[config.mk]
export PLATFORM = sky130hd
export DESIGN_NAME = dataslot_cmd_sequencer
export DESIGN_NICKNAME = d
export VERILOG_FILES = /design/src/rtl/dataslot_cmd_sequencer.sv
export SDC_FILE = /design/constraint.sdc
export NUM_CORES = 1
export LEC_CHECK = 0
export ABC_AREA = 0
export CORE_AREA = 5 5 134 136
export CTS_CLUSTER_SIZE = 8
export DETAILED_ROUTE_END_ITERATION = 8
export DIE_AREA = 0 0 139 141
export GPL_TIMING_DRIVEN = 0
export PLACE_DENSITY = 0.74
export SYNTH_ARGS = -nofsm -noshare
export SYNTH_HDL_FRONTEND = slang
export SYNTH_SLANG_ARGS = --single-unit
[constraint.sdc]
create_clock -name clk -period 3.3 [get_ports clk]
set_input_delay 0.495 -clock clk [delete_from_list [all_inputs] [get_ports clk]]
set_output_delay 0.495 -clock clk [all_outputs]
set_load 0.01 [all_outputs]
[src/rtl/dataslot_cmd_sequencer.sv]
// ============================================================================
// Module   : dataslot_cmd_sequencer
// Purpose  : Round-robin sharing of the single target-dataslot command port
//            among NUM_REQ core-side requesters. Optional ack/done timeout is
//            built when DATASLOT_SEQ_TIMEOUT_EN is defined.
// Revision : 1.0 - initial release
// ============================================================================
`default_nettype none

module dataslot_cmd_sequencer #(
    parameter int NUM_REQ     = 2,
    parameter int ACK_TIMEOUT = 1048576
) (
    input  logic                  clk,
    input  logic                  reset,
    input  logic [NUM_REQ-1:0]    req_valid,
    input  logic [NUM_REQ-1:0]    req_write,
    input  logic [NUM_REQ*16-1:0] req_id,
    input  logic [NUM_REQ*32-1:0] req_slotoffset,
    input  logic [NUM_REQ*32-1:0] req_bridgeaddr,
    input  logic [NUM_REQ*32-1:0] req_length,
    output logic [NUM_REQ-1:0]    req_ready,
    output logic [NUM_REQ-1:0]    resp_done,
    output logic [2:0]            resp_err,
    output logic                  busy,
    output logic                  target_dataslot_read,
    output logic                  target_dataslot_write,
    output logic [15:0]           target_dataslot_id,
    output logic [31:0]           target_dataslot_slotoffset,
    output logic [31:0]           target_dataslot_bridgeaddr,
    output logic [31:0]           target_dataslot_length,
    input  logic                  target_dataslot_ack,
    input  logic                  target_dataslot_done,
    input  logic [2:0]            target_dataslot_err
);

    localparam int PW = (NUM_REQ > 1) ? $clog2(NUM_REQ) : 1;

    typedef enum logic [2:0] {
        S_IDLE      = 3'd0,
        S_ISSUE     = 3'd1,
        S_WAIT_DONE = 3'd2,
        S_RESP      = 3'd3,
        S_GAP       = 3'd4
    } state_t;

    state_t        r_state;
    state_t        w_state_next;
    logic          w_accept;

    logic [PW-1:0] r_rr;
    logic [PW-1:0] r_gnt;
    logic [PW-1:0] w_gnt_idx;
    logic          w_gnt_found;
    int            w_scan;

    logic          w_sel_write;
    logic [15:0]   w_sel_id;
    logic [31:0]   w_sel_off;
    logic [31:0]   w_sel_addr;
    logic [31:0]   w_sel_len;

    logic          r_write;
    logic [15:0]   r_id;
    logic [31:0]   r_off;
    logic [31:0]   r_addr;
    logic [31:0]   r_len;
    logic [2:0]    r_err;

    logic          w_timeout;

    // Round-robin pick: first valid lane at or after the pointer, wrapping.
    always_comb begin
        w_gnt_found = 1'b0;
        w_gnt_idx   = '0;
        w_scan      = 0;
        for (int k = 0; k < NUM_REQ; k++) begin
            w_scan = int'(r_rr) + k;
            if (w_scan >= NUM_REQ) begin
                w_scan = w_scan - NUM_REQ;
            end
            for (int i = 0; i < NUM_REQ; i++) begin
                if (!w_gnt_found && (i == w_scan) && req_valid[i]) begin
                    w_gnt_found = 1'b1;
                    w_gnt_idx   = PW'(i);
                end
            end
        end
    end

    always_comb begin
        w_sel_write = 1'b0;
        w_sel_id    = '0;
        w_sel_off   = '0;
        w_sel_addr  = '0;
        w_sel_len   = '0;
        for (int i = 0; i < NUM_REQ; i++) begin
            if (w_gnt_idx == PW'(i)) begin
                w_sel_write = req_write[i];
                w_sel_id    = req_id[16*i +: 16];
                w_sel_off   = req_slotoffset[32*i +: 32];
                w_sel_addr  = req_bridgeaddr[32*i +: 32];
                w_sel_len   = req_length[32*i +: 32];
            end
        end
    end

    always_ff @(posedge clk) begin
        if (reset) begin
            r_state <= S_IDLE;
            r_rr    <= '0;
            r_gnt   <= '0;
            r_write <= 1'b0;
            r_id    <= '0;
            r_off   <= '0;
            r_addr  <= '0;
            r_len   <= '0;
            r_err   <= '0;
        end else begin
            r_state <= w_state_next;
            if (w_accept) begin
                r_gnt   <= w_gnt_idx;
                r_write <= w_sel_write;
                r_id    <= w_sel_id;
                r_off   <= w_sel_off;
                r_addr  <= w_sel_addr;
                r_len   <= w_sel_len;
            end
            if (r_state == S_WAIT_DONE && target_dataslot_done) begin
                r_err <= target_dataslot_err;
            end else if (w_timeout && w_state_next == S_RESP) begin
                r_err <= 3'h7;
            end
            if (r_state == S_RESP) begin
                r_rr <= (r_gnt == PW'(NUM_REQ - 1)) ? '0 : r_gnt + 1'b1;
            end
        end
    end

    // Done arriving in ISSUE is stale from a previous command and is ignored.
    always_comb begin
        w_state_next          = r_state;
        w_accept              = 1'b0;
        req_ready             = '0;
        resp_done             = '0;
        resp_err              = 3'h0;
        busy                  = 1'b0;
        target_dataslot_read  = 1'b0;
        target_dataslot_write = 1'b0;
        case (r_state)
            S_IDLE: begin
                if (w_gnt_found) begin
                    w_accept     = 1'b1;
                    w_state_next = S_ISSUE;
                end
            end
            S_ISSUE: begin
                busy                  = 1'b1;
                target_dataslot_read  = !r_write;
                target_dataslot_write = r_write;
                if (target_dataslot_ack) begin
                    w_state_next = S_WAIT_DONE;
                end else if (w_timeout) begin
                    w_state_next = S_RESP;
                end
            end
            S_WAIT_DONE: begin
                busy = 1'b1;
                if (target_dataslot_done || w_timeout) begin
                    w_state_next = S_RESP;
                end
            end
            S_RESP: begin
                busy         = 1'b1;
                w_state_next = S_GAP;
            end
            S_GAP: begin
                w_state_next = S_IDLE;
            end
            default: begin
                w_state_next = S_IDLE;
            end
        endcase
        // A reset cycle must never report an accept or a completion.
        for (int i = 0; i < NUM_REQ; i++) begin
            req_ready[i] = w_accept && !reset && (w_gnt_idx == PW'(i));
            resp_done[i] = (r_state == S_RESP) && !reset && (r_gnt == PW'(i));
        end
        if (r_state == S_RESP && !reset) begin
            resp_err = r_err;
        end
    end

`ifdef DATASLOT_SEQ_TIMEOUT_EN
    localparam int CW = $clog2(ACK_TIMEOUT + 1);

    logic [CW-1:0] r_tmo_cnt;

    always_ff @(posedge clk) begin
        if (reset || w_accept) begin
            r_tmo_cnt <= '0;
        end else if ((r_state == S_ISSUE || r_state == S_WAIT_DONE) && !w_timeout) begin
            r_tmo_cnt <= r_tmo_cnt + 1'b1;
        end
    end

    assign w_timeout = (r_state == S_ISSUE || r_state == S_WAIT_DONE) &&
                       (r_tmo_cnt >= CW'(ACK_TIMEOUT - 1));
`else
    // No counter: the comparison is constant false for any legal ACK_TIMEOUT.
    assign w_timeout = (ACK_TIMEOUT < 0);
`endif

    assign target_dataslot_id         = r_id;
    assign target_dataslot_slotoffset = r_off;
    assign target_dataslot_bridgeaddr = r_addr;
    assign target_dataslot_length     = r_len;

endmodule

`default_nettype wire

==> impl_metrics.tcl <==
set metrics [dict create \
    grt_pass1_vias 6063 \
    path_cells "clkbuf_1, nor3_2, nand3_2, buf_2, buf_2, nor2_1, clkdlybuf4s50_1" \
    whs_ns 0.4863 \
    ant_nets 0 \
    core_um2 16820 \
    met3_length_mm 2.244 \
    synth-seq-cells 121 \
    required_ns 2.80 \
    stdcell_count 1176 \
    slowest_stage "clkdlybuf4s50_1" \
    async_flop_share 0 \
    tightest_slew_ns 0.8691 \
    synth_area_leader_cell "dfxtp_1" \
    synth_top_area_frac 0.4163 \
    setup_tns_ns 0 \
    slew_headroom 0.4206 \
    max_freq_ghz 0.3335 \
    clock-sinks 121 \
    port_buffers 355 \
    drcViolationCount 0 \
    placementRows 48 \
    antenna_found_initial 0 \
    status "completed" \
    cts_made_buffers 17 \
    clk_latency_ns 0.41 \
    grt_pass1_wl_mm 34.76 \
    ios 357 \
    synth-edff-count 0 \
    ys.flop_type "dfxtp_1" \
    cap_violations 0 \
    setup_viol 0 \
    wl_per_cell_um 19.84 \
    grt_max_degree 17 \
    post_cts_buffers 0 \
    rsz0062_at_grt "false" \
    postSynthNetCount 801 \
    period_minus_slack_ns 2.999 \
    crit_fanout 10 \
    cts-htree-levels 4 \
    diodes 0 \
    dpl_cell_area_um2 9654 \
    ys_types 28 \
    yosysMostFrequentCell "dfxtp_1" \
    drt_first_pass_iters 4 \
    crit_path_max_incr_delay_ns 0.57 \
    final-hold-violation-count 0 \
    die_h_um 141 \
    dr.max_layer_used "met4" \
    final_layout_size_suffix_gt1_frac 0.1861 \
    syn_inst 566 \
    place_inst 1146 \
    netlist_top_cells_count "121 x dfxtp_1, 115 x inv_1, 60 x o221a_1, 60 x o22ai_2" \
    track_usage 0.2249 \
    critical_path_class "reg -> out" \
    synth_area_leaders "dfxtp_1 42%, o22ai_2 13%, o221a_1 12%" \
    grt-ovfl-total 0 \
    total_leakage_power_nw 3.831 \
    min_period_over_period 0.9088 \
    yosys_warnings 0 \
    clk_pin_slew_worst_paths_ns 0.06 \
    cts-root-buf "clkbuf_16" \
    hpwl_mm 17.82 \
    start_kind "register" \
    avgSynthCellArea_um2 10.28 \
    synthesis.area_um2 5819 \
    final_util 0.6097 \
    vias 6013 \
    finClkSkew_ns 0.004331 \
    design_area_um2 10250 \
    hold_path.class "reg -> reg" \
    synth_seq_area_share 0.4163 \
    power.density_nw_per_um2 542.2 \
    cts_tree "done" \
    dieArea_um2 19600 \
    cpMostUsedCell "buf_2" \
    clk_path_buf_depth 2 \
    die_width_um 139 \
    ir_worst_vdd_mv 0.3542 \
    slew_viol_final 0 \
    arrival_ns 2.50 \
    drt-met1-wl_mm 9.101 \
    syn_to_final_growth_pct 76.20 \
    drt_iter0_markers 287 \
    start_util 0.3461 \
    finalWirelength_mm 23.33 \
    gp_congestion 0.8228 \
    wl_met2_mm 11.59 \
    fin_nets 1175 \
    nFillCells 1465 \
    avgViaCountPerCell 5.113 \
    endpoint_kind "output port" \
]
## worst max-delay path, delay by kind of cell, from the launching register on
family	cells	cell delay [ns]
flip-flops	1	0.29
AND/OR/NAND/NOR	3	0.57
buffers and inverters	4	1.23
## cell usage in the layout, fill, tap and decap left out, types with 4 or more instances in the layout
cell type / netlist / layout
o22ai_1: 53 / 53
o221a_1: 60 / 60
inv_1: 115 / 115
clkbuf_1: 26 / 28
clkdlybuf4s50_1: 0 / 355
dfxtp_1: 121 / 121
o221a_2: 53 / 53
nor2_1: 9 / 9
clkbuf_16: 0 / 17
buf_8: 7 / 7
buf_1: 7 / 7
buf_2: 22 / 22
o22ai_2: 60 / 60
mux2i_1: 4 / 4
## flip-flops by register name, summed over array words and instances, names as in the netlist
register	cells
target_dataslot_bridgeaddr	32
target_dataslot_length	32
target_dataslot_slotoffset	32
target_dataslot_id	16
r_err	3
r_state	3
r_gnt	1
r_rr	1
r_write	1
## per-stage QoR
stage / setup WS, ns / power [mW]
2_1_floorplan: 1.488 / 2.724
3_3_place_gp: 0.1622 / 3.659
3_5_place_dp: 0.1857 / 3.674
4_1_cts: 0.1041 / 5.606
5_1_grt: 0.1129 / 5.810
6_report: 0.3011 / 5.560
## cell families (layout without fill, tap and decap cells)
family,Yosys count,in the layout,share of synthesized area
AOI/OAI and AO/OA,232,232,0.4111
buffers and inverters,181,566,0.1389
DFF,121,121,0.4163
and+or+nand+nor,28,28,0.02688
muxes,4,4,0.006881
## routing by layer
metal  vias up  track usage
met5         -            0
met4         0      0.06797
met3        29      0.09057
met2       263       0.3935
met1      2830       0.2522
li1       2891            -
## where the power goes
part           internal, mW  switching (mW)  leakage (nW)
clock                  1.24           0.687         0.288
combinational          1.06           0.755          2.54
sequential             1.70           0.119          1.01
## final timing paths
| kind | startpoint | end | slack [ns] | cells past startpoint |
|---|---|---|---|---|
| worst min-delay path | r_err[1]$_SDFFE_PP0P_ | r_err[1]$_SDFFE_PP0P_ | 0.49 | 2 |
| worst min register to register | r_err[1]$_SDFFE_PP0P_ | r_err[1]$_SDFFE_PP0P_ | 0.49 | 2 |
| worst max register to register | r_state[0]$_SDFFE_PP0P_ | target_dataslot_id[6]$_SDFFE_PP0P_ | 1.32 | 6 |
| worst max-delay path | r_state[0]$_SDFFE_PP0P_ | req_ready[0] | 0.30 | 7 |
## layout make-up
type / instances / area, um^2 / share of cell area
clock inverter: 8 / 120.1 / 0.01171
multi-input combinational: 264 / 2594 / 0.2530
clock buffer: 22 / 474.2 / 0.04625
buffer: 66 / 376.6 / 0.03673
inverter: 115 / 431.7 / 0.04210
tap: 225 / 281.5 / 0.02746
timing repair buffer: 355 / 3553 / 0.3466
sequential: 121 / 2422 / 0.2362
## what timing repair did
| item | in CTS | in global routing |
|---|---|---|
| hold buffers | 0 | 0 |
| resized for setup | 0 | 1 |
| endpoints found under the setup margin | 0 | 1 |
(Power assumes the default switching activity.)
==> patch: new RTL, config.mk and constraints unchanged <==
`NUM_REQ`: 2 -> 1.
--- a/src/rtl/dataslot_cmd_sequencer.sv
+++ b/src/rtl/dataslot_cmd_sequencer.sv
@@ -8,7 +8,7 @@
 `default_nettype none
 
 module dataslot_cmd_sequencer #(
-    parameter int NUM_REQ     = 2,
+    parameter int NUM_REQ     = 1,
     parameter int ACK_TIMEOUT = 1048576
 ) (
     input  logic                  clk,
Interface: changed (8 resized); port bits go from 357 to 241. No check against the original RTL was run, so the function may have changed too.
==> patch against the unedited design <==
Clock power is 8% lower. Wire length fell by 38%. Total power fell by 26%. First-iteration DRC count fell by 61%. Design area shrank 27%. Register-to-register slack better by 0.11 ns. Via count down 28%. Synthesized area shrank 27%. Combinational power shrank 59%. Final cell count decreased by 13%. Sequential cell count shrank 2. Die area stayed put. Setup slack got worse by 0.14 ns. Critical path type is now in2out.
==> patch: results (changes against the unedited design) <==
stage	metric	value	unit	change
outcome	status	completed		
placed_design	PortBufs	240		-32%
logic_synthesis	Post-Synthesis Net Count	648		-19%
logic_synthesis	largest area contributor in the netlist	dfxtp_1		
global_routing	first-pass GRT wire length	22700	µm	-35%
clocking	CTS Buf Count	17		unchanged
placed_design	Post-DP HPWL	10600	µm	-41%
worst_setup_path	internal reg-to-reg setup slack	1.43	ns	+0.11 ns
route	wire length per cell	14.1	µm	-29%
global_routing	GRT Overall Usage	0.146		-0.0788
clocking	worst skew pair latency	0.40	ns	
timing	Max Clock Skew	0.00813	ns	+0.00380 ns
power_and_ir_drop	VDD IR-drop max	0.311	mV	-12%
global_routing	initial antenna violation count	0		unchanged
placed_design	Final GP Congestion	0.766		-6.9%
clocking	htree depth	4		unchanged
power_and_ir_drop	Pleak	2.76	nW	-28%
layout	share of cells above drive strength 1	0.0627		-0.123
logic_synthesis	Mapped Cells	527		-6.9%
layout	Nets	907		-23%
global_routing	vias in the first global route	4226		-30%
power_and_ir_drop	Internal Power	3.08	mW	-23%
global_routing	pin count of the biggest net entering global routing	17		unchanged
placed_design	placed cell count	992		-13%
timing	Slew @ Worst Pin	0.731	ns	-0.138 ns
logic_synthesis	post-synthesis sequential area ratio	0.563		+0.147
hold_path	hold path cells	2		unchanged
logic_synthesis	Post-synth top cells	nand2_1, dfxtp_1, a21oi_1		
layout	number of non-filler instances in the completed layout	1023		-13%
logic_synthesis	Area contributors post-synth	dfxtp_1, nand2_1, a21oi_1		
logic_synthesis	post-synthesis cell type count	20		-29%
worst_setup_path	Critical Path Fanout Max	10		unchanged
route	vias per cell	4.23		-17%
route	initial DRC count	112		-61%
worst_setup_path	WP data arrival	2.65	ns	+0.15 ns
layout	ANT cells	0		unchanged
[patch: power groups by stage]
stage	combinational (mW)	clock [mW]	sequential, mW
finish	0.747	1.77	1.59
global route	0.820	1.90	1.61
CTS	0.761	1.83	1.59
detailed placement	0.757	0	1.63
global placement	0.753	0	1.62
floorplan	0.262	0	1.67
[patch: metrics by stage]
step / cell area [µm²] / hold WS, ns / worst slack [ns]
floorplan: 4230 / 0.444 / 1.35
global placement: 6910 / 0.441 / 0.123
detailed placement: 6910 / 0.446 / 0.130
CTS: 7480 / 0.453 / 0.118
global route: 7480 / 0.466 / 0.00137
finish: 7480 / 0.451 / 0.160
[patch: logic make-up after synthesis]
kind of cell,after synthesis,synth area share
AO/OA/AOI/OAI,114,0.136
flip-flops,119,0.563
AND/OR/NAND/NOR,249,0.235
buffers and inverters,41,0.0562
multiplexers,4,0.00977
[patch: path summary, 6_finish.rpt]
| kind | start | to |
|---|---|---|
| setup reg to reg | r_state[2] | target_dataslot_bridgeaddr[10] |
| hold reg to reg | target_dataslot_id[5] | target_dataslot_id[5] |
| setup / recovery | reset | req_ready |
| hold / removal | target_dataslot_id[5] | target_dataslot_id[5] |
[patch: layer usage]
metal,share of wire,track usage,vias to the layer above
li1,-,-,2218
met1,0.42,0.171,1948
met4,0.011,0.0448,0
met2,0.47,0.240,150
met5,0,0,-
met3,0.090,0.0672,11
[patch: layout make-up]
class,count,area (µm²)
Buffer,41,238
Clock buffer,24,502
Clock inverter,7,68.8
Fill cell,1708,9330
Multi-Input combinational cell,367,1610
Sequential cell,119,2380
Tap cell,225,282
Timing Repair Buffer,240,2400
[patch: worst max-delay path, cell delays in order]
cell             delay (ns)
clkdlybuf4s50_1        0.51
clkbuf_1               0.58
clkbuf_1               0.46
nor2_1                 0.10
clkdlybuf4s50_1        0.50
